[config.mk]
export PLATFORM = sky130hd
export DESIGN_NAME = i2c_axil_regs
export DESIGN_NICKNAME = d
export VERILOG_FILES = /design/src/rtl/i2c_axil_regs.sv
export SDC_FILE = /design/constraint.sdc
export NUM_CORES = 1
export LEC_CHECK = 0
export CAP_MARGIN = 10
export CORE_AREA = 10 10 157 159
export DETAILED_ROUTE_END_ITERATION = 8
export DIE_AREA = 0 0 167 169
export PLACE_DENSITY = 0.63
export SLEW_MARGIN = 20
export SYNTH_ARGS = -nofsm -noshare
export SYNTH_HDL_FRONTEND = slang
export SYNTH_SLANG_ARGS = --single-unit
[constraint.sdc]
create_clock -name clk -period 2.5 [get_ports clk]
set_input_delay 0.375 -clock clk [delete_from_list [all_inputs] [get_ports clk]]
set_output_delay 0.375 -clock clk [all_outputs]
set_load 0.01 [all_outputs]
[src/rtl/i2c_axil_regs.sv]
// AXI4-Lite register bank in front of the I2C master core: CMD/WDATA/RDATA/STATUS plus launch/timeout tracking.
// Optional: define I2C_IRQ_EN to add irq_o and the STATUS[8] interrupt enable.
module i2c_axil_regs #(
    parameter int unsigned ADDR_W      = 4,
    parameter int unsigned TIMEOUT_CYC = 65535
) (
    input  logic              clk,
    input  logic              n_rst,
    input  logic [ADDR_W-1:0] s_awaddr,
    input  logic              s_awvalid,
    output logic              s_awready,
    input  logic [31:0]       s_wdata,
    input  logic [3:0]        s_wstrb,
    input  logic              s_wvalid,
    output logic              s_wready,
    output logic [1:0]        s_bresp,
    output logic              s_bvalid,
    input  logic              s_bready,
    input  logic [ADDR_W-1:0] s_araddr,
    input  logic              s_arvalid,
    output logic              s_arready,
    output logic [31:0]       s_rdata,
    output logic [1:0]        s_rresp,
    output logic              s_rvalid,
    input  logic              s_rready,
    output logic [31:0]       cmd_o,
    output logic [31:0]       wdata_o,
    input  logic [31:0]       rdata_i,
    input  logic              busy_i,
    input  logic              done_i
`ifdef I2C_IRQ_EN
    ,
    output logic              irq_o
`endif
);

    localparam int unsigned CNT_W = 16;
    localparam logic [CNT_W-1:0] CNT_LAST = CNT_W'(TIMEOUT_CYC - 1);
    localparam logic [1:0] RESP_OKAY   = 2'b00;
    localparam logic [1:0] RESP_SLVERR = 2'b10;
    localparam logic [1:0] REG_CMD    = 2'd0;
    localparam logic [1:0] REG_WDATA  = 2'd1;
    localparam logic [1:0] REG_RDATA  = 2'd2;
    localparam logic [1:0] REG_STATUS = 2'd3;

    typedef enum logic [1:0] {ST_IDLE, ST_LAUNCH, ST_RUN} state_t;

    state_t            state, state_nx;
    logic              live;
    logic              aw_held, w_held;
    logic [1:0]        aw_sel;
    logic [31:0]       w_data;
    logic [3:0]        w_strb;
    logic [31:0]       rdata_q;
    logic              done_q, to_q;
    logic [CNT_W-1:0]  cnt;
    logic              irq_en_c;

    logic              wr_fire_c, wr_cmd_c, wr_status_c, cmd_block_c, launch_c;
    logic              active_c, finish_c, tmo_c, pending_c;
    logic [31:0]       cmd_new_c, status_c, rd_mux_c;
    logic              unused_c;

    function automatic logic [31:0] apply_strb(input logic [31:0] old, input logic [31:0] data,
                                               input logic [3:0] strb);
        logic [31:0] r;
        r = old;
        for (int i = 0; i < 4; i++) begin
            if (strb[i]) r[8*i +: 8] = data[8*i +: 8];
        end
        return r;
    endfunction

    assign unused_c = ^{s_awaddr[1:0], s_araddr[1:0]};

    // Ready outputs stay low while in reset and for the first cycle after it.
    assign s_awready = live && !aw_held && !s_bvalid;
    assign s_wready  = live && !w_held && !s_bvalid;
    assign s_arready = live && !s_rvalid;
    assign s_rresp   = RESP_OKAY;

    assign wr_fire_c   = aw_held && w_held;
    assign wr_cmd_c    = wr_fire_c && (aw_sel == REG_CMD);
    assign wr_status_c = wr_fire_c && (aw_sel == REG_STATUS) && w_strb[0];
    assign pending_c   = (cmd_o != 32'd0);
    assign cmd_block_c = pending_c || busy_i;
    assign cmd_new_c   = apply_strb(cmd_o, w_data, w_strb);
    assign launch_c    = wr_cmd_c && !cmd_block_c && (cmd_new_c != 32'd0);
    assign active_c    = (state != ST_IDLE);
    assign finish_c    = active_c && done_i;
    assign tmo_c       = active_c && !done_i && (cnt == CNT_LAST);

    assign status_c = {23'd0, irq_en_c, 4'd0, pending_c, to_q, done_q, busy_i};

    always_comb begin
        rd_mux_c = status_c;
        case (s_araddr[3:2])
            REG_CMD:   rd_mux_c = cmd_o;
            REG_WDATA: rd_mux_c = wdata_o;
            REG_RDATA: rd_mux_c = rdata_q;
            default:   rd_mux_c = status_c;
        endcase
    end

    // Command FSM next state; a done seen in LAUNCH counts as completion.
    always_comb begin
        state_nx = state;
        case (state)
            ST_IDLE:   if (launch_c) state_nx = ST_LAUNCH;
            ST_LAUNCH: begin
                if (done_i || tmo_c) state_nx = ST_IDLE;
                else if (busy_i)     state_nx = ST_RUN;
            end
            ST_RUN:    if (done_i || tmo_c) state_nx = ST_IDLE;
            default:   state_nx = ST_IDLE;
        endcase
    end

    always_ff @(posedge clk or negedge n_rst) begin
        if (!n_rst) state <= ST_IDLE;
        else        state <= state_nx;
    end

    // Write address/data buffers and response.
    always_ff @(posedge clk or negedge n_rst) begin
        if (!n_rst) begin
            live     <= 1'b0;
            aw_held  <= 1'b0;
            aw_sel   <= 2'd0;
            w_held   <= 1'b0;
            w_data   <= 32'd0;
            w_strb   <= 4'd0;
            s_bvalid <= 1'b0;
            s_bresp  <= RESP_OKAY;
        end else begin
            live <= 1'b1;
            if (wr_fire_c) begin
                aw_held  <= 1'b0;
                w_held   <= 1'b0;
                s_bvalid <= 1'b1;
                s_bresp  <= (wr_cmd_c && cmd_block_c) ? RESP_SLVERR : RESP_OKAY;
            end else begin
                if (s_awvalid && s_awready) begin
                    aw_held <= 1'b1;
                    aw_sel  <= s_awaddr[3:2];
                end
                if (s_wvalid && s_wready) begin
                    w_held <= 1'b1;
                    w_data <= s_wdata;
                    w_strb <= s_wstrb;
                end
                if (s_bvalid && s_bready) s_bvalid <= 1'b0;
            end
        end
    end

    // Register file, sticky status (set beats W1C) and timeout counter.
    always_ff @(posedge clk or negedge n_rst) begin
        if (!n_rst) begin
            cmd_o   <= 32'd0;
            wdata_o <= 32'd0;
            rdata_q <= 32'd0;
            done_q  <= 1'b0;
            to_q    <= 1'b0;
            cnt     <= '0;
        end else begin
            if (finish_c || tmo_c)             cmd_o <= 32'd0;
            else if (wr_cmd_c && !cmd_block_c) cmd_o <= cmd_new_c;

            if (wr_fire_c && (aw_sel == REG_WDATA)) wdata_o <= apply_strb(wdata_o, w_data, w_strb);

            if (finish_c) rdata_q <= rdata_i;

            if (finish_c)                      done_q <= 1'b1;
            else if (wr_status_c && w_data[1]) done_q <= 1'b0;

            if (tmo_c)                         to_q <= 1'b1;
            else if (wr_status_c && w_data[2]) to_q <= 1'b0;

            if (launch_c)                        cnt <= '0;
            else if (active_c && (cnt != '1))    cnt <= cnt + 1'b1;
        end
    end

`ifdef I2C_IRQ_EN
    logic irq_en_q;

    assign irq_en_c = irq_en_q;

    always_ff @(posedge clk or negedge n_rst) begin
        if (!n_rst) begin
            irq_en_q <= 1'b0;
            irq_o    <= 1'b0;
        end else begin
            if (wr_fire_c && (aw_sel == REG_STATUS) && w_strb[1]) irq_en_q <= w_data[8];
            irq_o <= irq_en_q && (done_q || to_q);
        end
    end
`else
    assign irq_en_c = 1'b0;
`endif

    // Read channel: one-cycle latency, data held until accepted.
    always_ff @(posedge clk or negedge n_rst) begin
        if (!n_rst) begin
            s_rvalid <= 1'b0;
            s_rdata  <= 32'd0;
        end else if (s_arvalid && s_arready) begin
            s_rvalid <= 1'b1;
            s_rdata  <= rd_mux_c;
        end else if (s_rvalid && s_rready) begin
            s_rvalid <= 1'b0;
        end
    end

endmodule

# Yosys cells after proc, flatten, opt, wreduce, memory -nomap -nowiden
# Index checks and enable logic that the tools add are counted.
# Widths: inputs -> output; s select.
[totals]
ff_bits = 193
latchBits = 0
mem_bits_rw = 0
romBits = 0
input_bits = 85
output_inout_bits = 105
mem_count = 0
[op_classes]
addsub = 1
mul = 0
div = 0
n_lt_le_gt_ge = 0
n_eq_ne = 11
shift = 0
muxes = 27
bitwise = 1
reduce_logical = 54
[ops]
columns = ["operator", "count"]
rows = [
  ["$pmux 32 s3", 1],
  ["$mux 32", 2],
  ["$reduce_bool 32->1", 2],
  ["$mux 16", 2],
  ["$mux 8", 4],
  ["$logic_and 1x1->1", 24],
  ["$reduce_bool 2->1", 9],
  ["$add 16x1->16 const B", 1],
  ["$eq 16x16->1 const B", 1],
  ["$ne 16x16->1 const B", 1],
  ["$mux 1", 12],
  ["$reduce_and 2->1", 6],
  ["$mux 2", 5],
  ["$eq 2x1->1 const B", 3],
  ["$eq 2x2->1 const B", 3],
  ["$logic_not 1->1", 6],
  ["$logic_not 2->1", 3],
  ["$pmux 2 s3", 1],
  ["$ne 2x2->1 const B", 2],
  ["$logic_or 1x1->1", 3],
  ["$ne 3x3->1 const B", 1],
  ["$reduce_and 3->1", 1],
  ["$not 1->1", 1],
]

# Longest topological paths before layout
[depth]
word_depth = 7
ltp_mapped = 7
mapped_depth_nobuf = 6

# Worst setup path after synthesis
# Ideal clock, no wire load.
[synth_timing]
path_type = "reg2reg"
from = "reg cmd_o[7]"
to = "reg s_rdata[3]"
setup_time_ns = 0.125
t_arrival_ns = 1.967
path_slack_ns = 0.408
path_stages_with_launch = 6
path_buffers = 0
period_less_slack_ns = 2.092
cell_sequence = "dfrtp_1 > nor4_2 > nand4_1 > or3_1 > mux4_1 > mux2_2"
[synth_between]
elab_chain_len = 2
[synth_lines]
columns = ["item", "line_no", "source"]
rows = [
  ["from (decl)", "26", "output logic [31:0] cmd_o,"],
  ["from (signal assigned)", "168", "else if (wr_cmd_c && !cmd_block_c) cmd_o <= cmd_new_c;"],
  ["$reduce_bool 32->1", "85", "assign pending_c = (cmd_o != 32'd0);"],
  ["$pmux 32 s3", "97", "case (s_araddr[3:2])"],
  ["to (signal assigned)", "210", "s_rdata <= rd_mux_c;"],
  ["to (decl)", "22", "output logic [31:0] s_rdata,"],
]
# No other way between the ends.
# A chain may end at the register's enable or synchronous reset.

# Final worst setup path
[layout_timing]
from = "reg cmd_o[24]"
to = "reg s_rdata[3]"
# Same word-level chain as after synthesis.

==> results_dict.tcl <==
set metrics [dict create \
    status "finished, violations left" \
    violations "hold timing" \
    timing.final.crit_share_pct 98.61 \
    overflow 0 \
    n_antenna_cell 0 \
    drive_gt1_share_pct 20.86 \
    mostFrequentLayoutCell "dfrtp_1" \
    start_util_pct 39.03 \
    syn_area_per_cell_um2 11.75 \
    fin_nets 1004 \
    tritoncts "done" \
    worstPathCellList "nor4_2 -> nand4_1 -> or3_1 -> mux4_1 -> mux2_2" \
    rows 54 \
    startpoint_type "register" \
    critical_path_arrival_ns 2.79 \
    dp_hpwl_um 17780 \
    area_growth_pct 36.01 \
    p_per_area_mw_per_mm2 1057 \
    hold_path.class "primary input to async pin" \
    p_seq_share_pct 43.8 \
    p_clk_share_pct 23.3 \
    crit_start "cmd_o[24]" \
    die_w_um 167 \
    slew_violations 0 \
    yosys_register_bits 192 \
    irDropWorstVdd_v 0.0005301 \
    swShare_pct 32.91 \
    syn_area_mm2 0.008412 \
    timing.rr.start "cmd_o[24]" \
    netlist_instances 716 \
    drc_errors 0 \
    p_int_mw 8.113 \
    grt_util_all_layers_pct 16.94 \
    finalSetupViolCount 0 \
    setup_tns_ns 0 \
    cp.required_ns 2.82 \
    slowest_stage "mux4_1" \
    multiInputGateArea_mm2 0.003413 \
    yosysSeqAreaShare_pct 57.12 \
    dp.cells 1178 \
    final_cells 1210 \
    ys_warn_count 0 \
    path_clk_slew_ns 0.07 \
    routed_wl_um 24050 \
    first_iter_violations 428 \
    grt_pass1_wl_um 38070 \
    path_max_fanout 4 \
    cts_made_buffers 17 \
    hold_ws_ns -0.001622 \
    die_h_um 169 \
    post-cts-setup-buffers 0 \
    wl_per_cell_um 19.88 \
    crit_type "register to register" \
    drt_first_pass_iters 5 \
    crit_family "simple AND/OR/NAND/NOR gates" \
    fmax_mhz 405.7 \
    gp_congestion 0.7873 \
    clkLatencyLatePin_ns 0.44 \
    seqCellArea_mm2 0.004805 \
    final_area_mm2 0.01144 \
    p_switching_mw 3.980 \
    totalPowerFinal_mw 12.09 \
    synth.area.top_cells "dfrtp_1 57%, mux2_2 14%, mux2i_1 4.5%, nor2_1 3.9%, a31oi_1 2.4%" \
    p_leak_nw 5.047 \
    max_stage_delay_ns 0.49 \
    period_needed_ns 2.465 \
    num_vias 6312 \
    h-tree-depth 4 \
    antenna_found_initial 0 \
    ys.flop_type "dfrtp_1" \
    ctsHoldBuffers 0 \
    cp-end-kind "register" \
    final_util_pct 53.08 \
    rsz0062_at_grt "false" \
    grt_max_degree 88 \
    ctsResizeCount 0 \
    crit_buf_inv 0 \
    post_dp_cell_area_mm2 0.01084 \
    worst-r2r-setup-slack_ns 0.03 \
    clock_skew_ns 0.01300 \
    die_area_mm2 0.02822 \
    ioPinCount 190 \
    max_cap_violations 0 \
    comb_power_share_pct 32.9 \
    most-common-layout-cells "192 x dfrtp_1, 180 x clkdlybuf4s50_1, 106 x mux2_2" \
    io_buffer_count 182 \
    postSynth.asyncResetShare_pct 100.0 \
    fillerInstances 1961 \
    core-area_mm2 0.02155 \
    slew_headroom_pct 35.45 \
    synth_edf_count 0 \
    antenna_left 0 \
    synth.distinct_cells 43 \
    netlist.area_leader.share_pct 57.12 \
    cts.sinks 192 \
    viasPerCell 5.217 \
    first_global_vias 6659 \
    worst_pin_slew_ns 0.9662 \
    hold_viol 1 \
    clockRootBuffer "clkbuf_16" \
    clock_path_buffers 2 \
    yosysTopAreaCell "dfrtp_1" \
]
==> sequential cells by signal, indices dropped and copies added, names as in the netlist, 2 cells and up <==
register,cells
state,2
w_data,32
aw_sel,2
s_rdata,32
cmd_o,32
rdata_q,32
cnt,16
wdata_o,32
w_strb,4
==> final timing paths <==
kind                                to  cells after the start
max                         s_rdata[3]                      5
min                         s_rdata[4]                      1
max reg2reg                 s_rdata[3]                      5
min reg2reg                s_rdata[13]                      2
max in group asynchronous  rdata_q[13]                      2
min in group clk           s_rdata[13]                      2
==> routing by layer <==
metal,share of wire [%],GRT usage (%)
met1,46,22.25
met2,46,26.84
met5,0,0
met3,6.4,5.025
met4,1.0,4.200
==> worst register-to-register path, delay by kind of cell, from the launching register on <==
kind | cells | cell delay (ns)
flip-flops | 1 | 0.42
multiplexers | 2 | 0.76
AND/OR/NAND/NOR | 3 | 1.17
==> logic make-up after synthesis <==
group | after synthesis | share of synthesized area, %
AND/OR/NAND/NOR | 196 | 11.04
flip-flops | 192 | 57.12
multiplexers | 148 | 19.83
AO/OA/AOI/OAI | 112 | 7.675
buffers and inverters | 50 | 2.499
XOR/XNOR | 14 | 1.458
adder cells (fa/ha/maj) | 2 | 0.2974
other | 2 | 0.08928
==> power groups by stage <==
stage / logic (mW) / registers [mW] / clock network, mW
global route: 4.34 / 5.47 / 3.00
finish: 3.98 / 5.30 / 2.81
CTS: 4.05 / 5.29 / 2.88
detailed placement: 4.03 / 5.35 / 0
floorplan: 1.97 / 5.23 / 0
global placement: 3.97 / 5.32 / 0
==> cells in the mapped netlist, types with 7 or more instances <==
cell type / number
a21oi_1: 33
a31oi_1: 32
clkbuf_1: 29
dfrtp_1: 192
inv_1: 7
mux2_2: 106
mux2i_1: 38
nand2_1: 47
nand4_1: 11
nor2_1: 88
nor3_1: 8
nor4_1: 12
o21ai_0: 32
xnor2_1: 12
==> stage by stage <==
stage	setup WS (ns)	hold WS [ns]
after floorplan	0.4082	0.07941
after global placement	0.1190	0.4617
after detailed placement	0.05925	0.4693
after CTS	0.04598	0.02734
after global routing	0.001939	0.04477
final	0.03484	-0.001622
==> final cells by class <==
class | count | share of cell area, %
repair buffers | 223 | 19.59
multi-input cells | 476 | 29.83
clock buffers | 21 | 3.937
well taps | 280 | 3.062
inverters | 7 | 0.2297
clock inverters | 11 | 1.356
flip-flops and latches | 192 | 41.99
No activity file was read; power rests on OpenSTA's default activity.
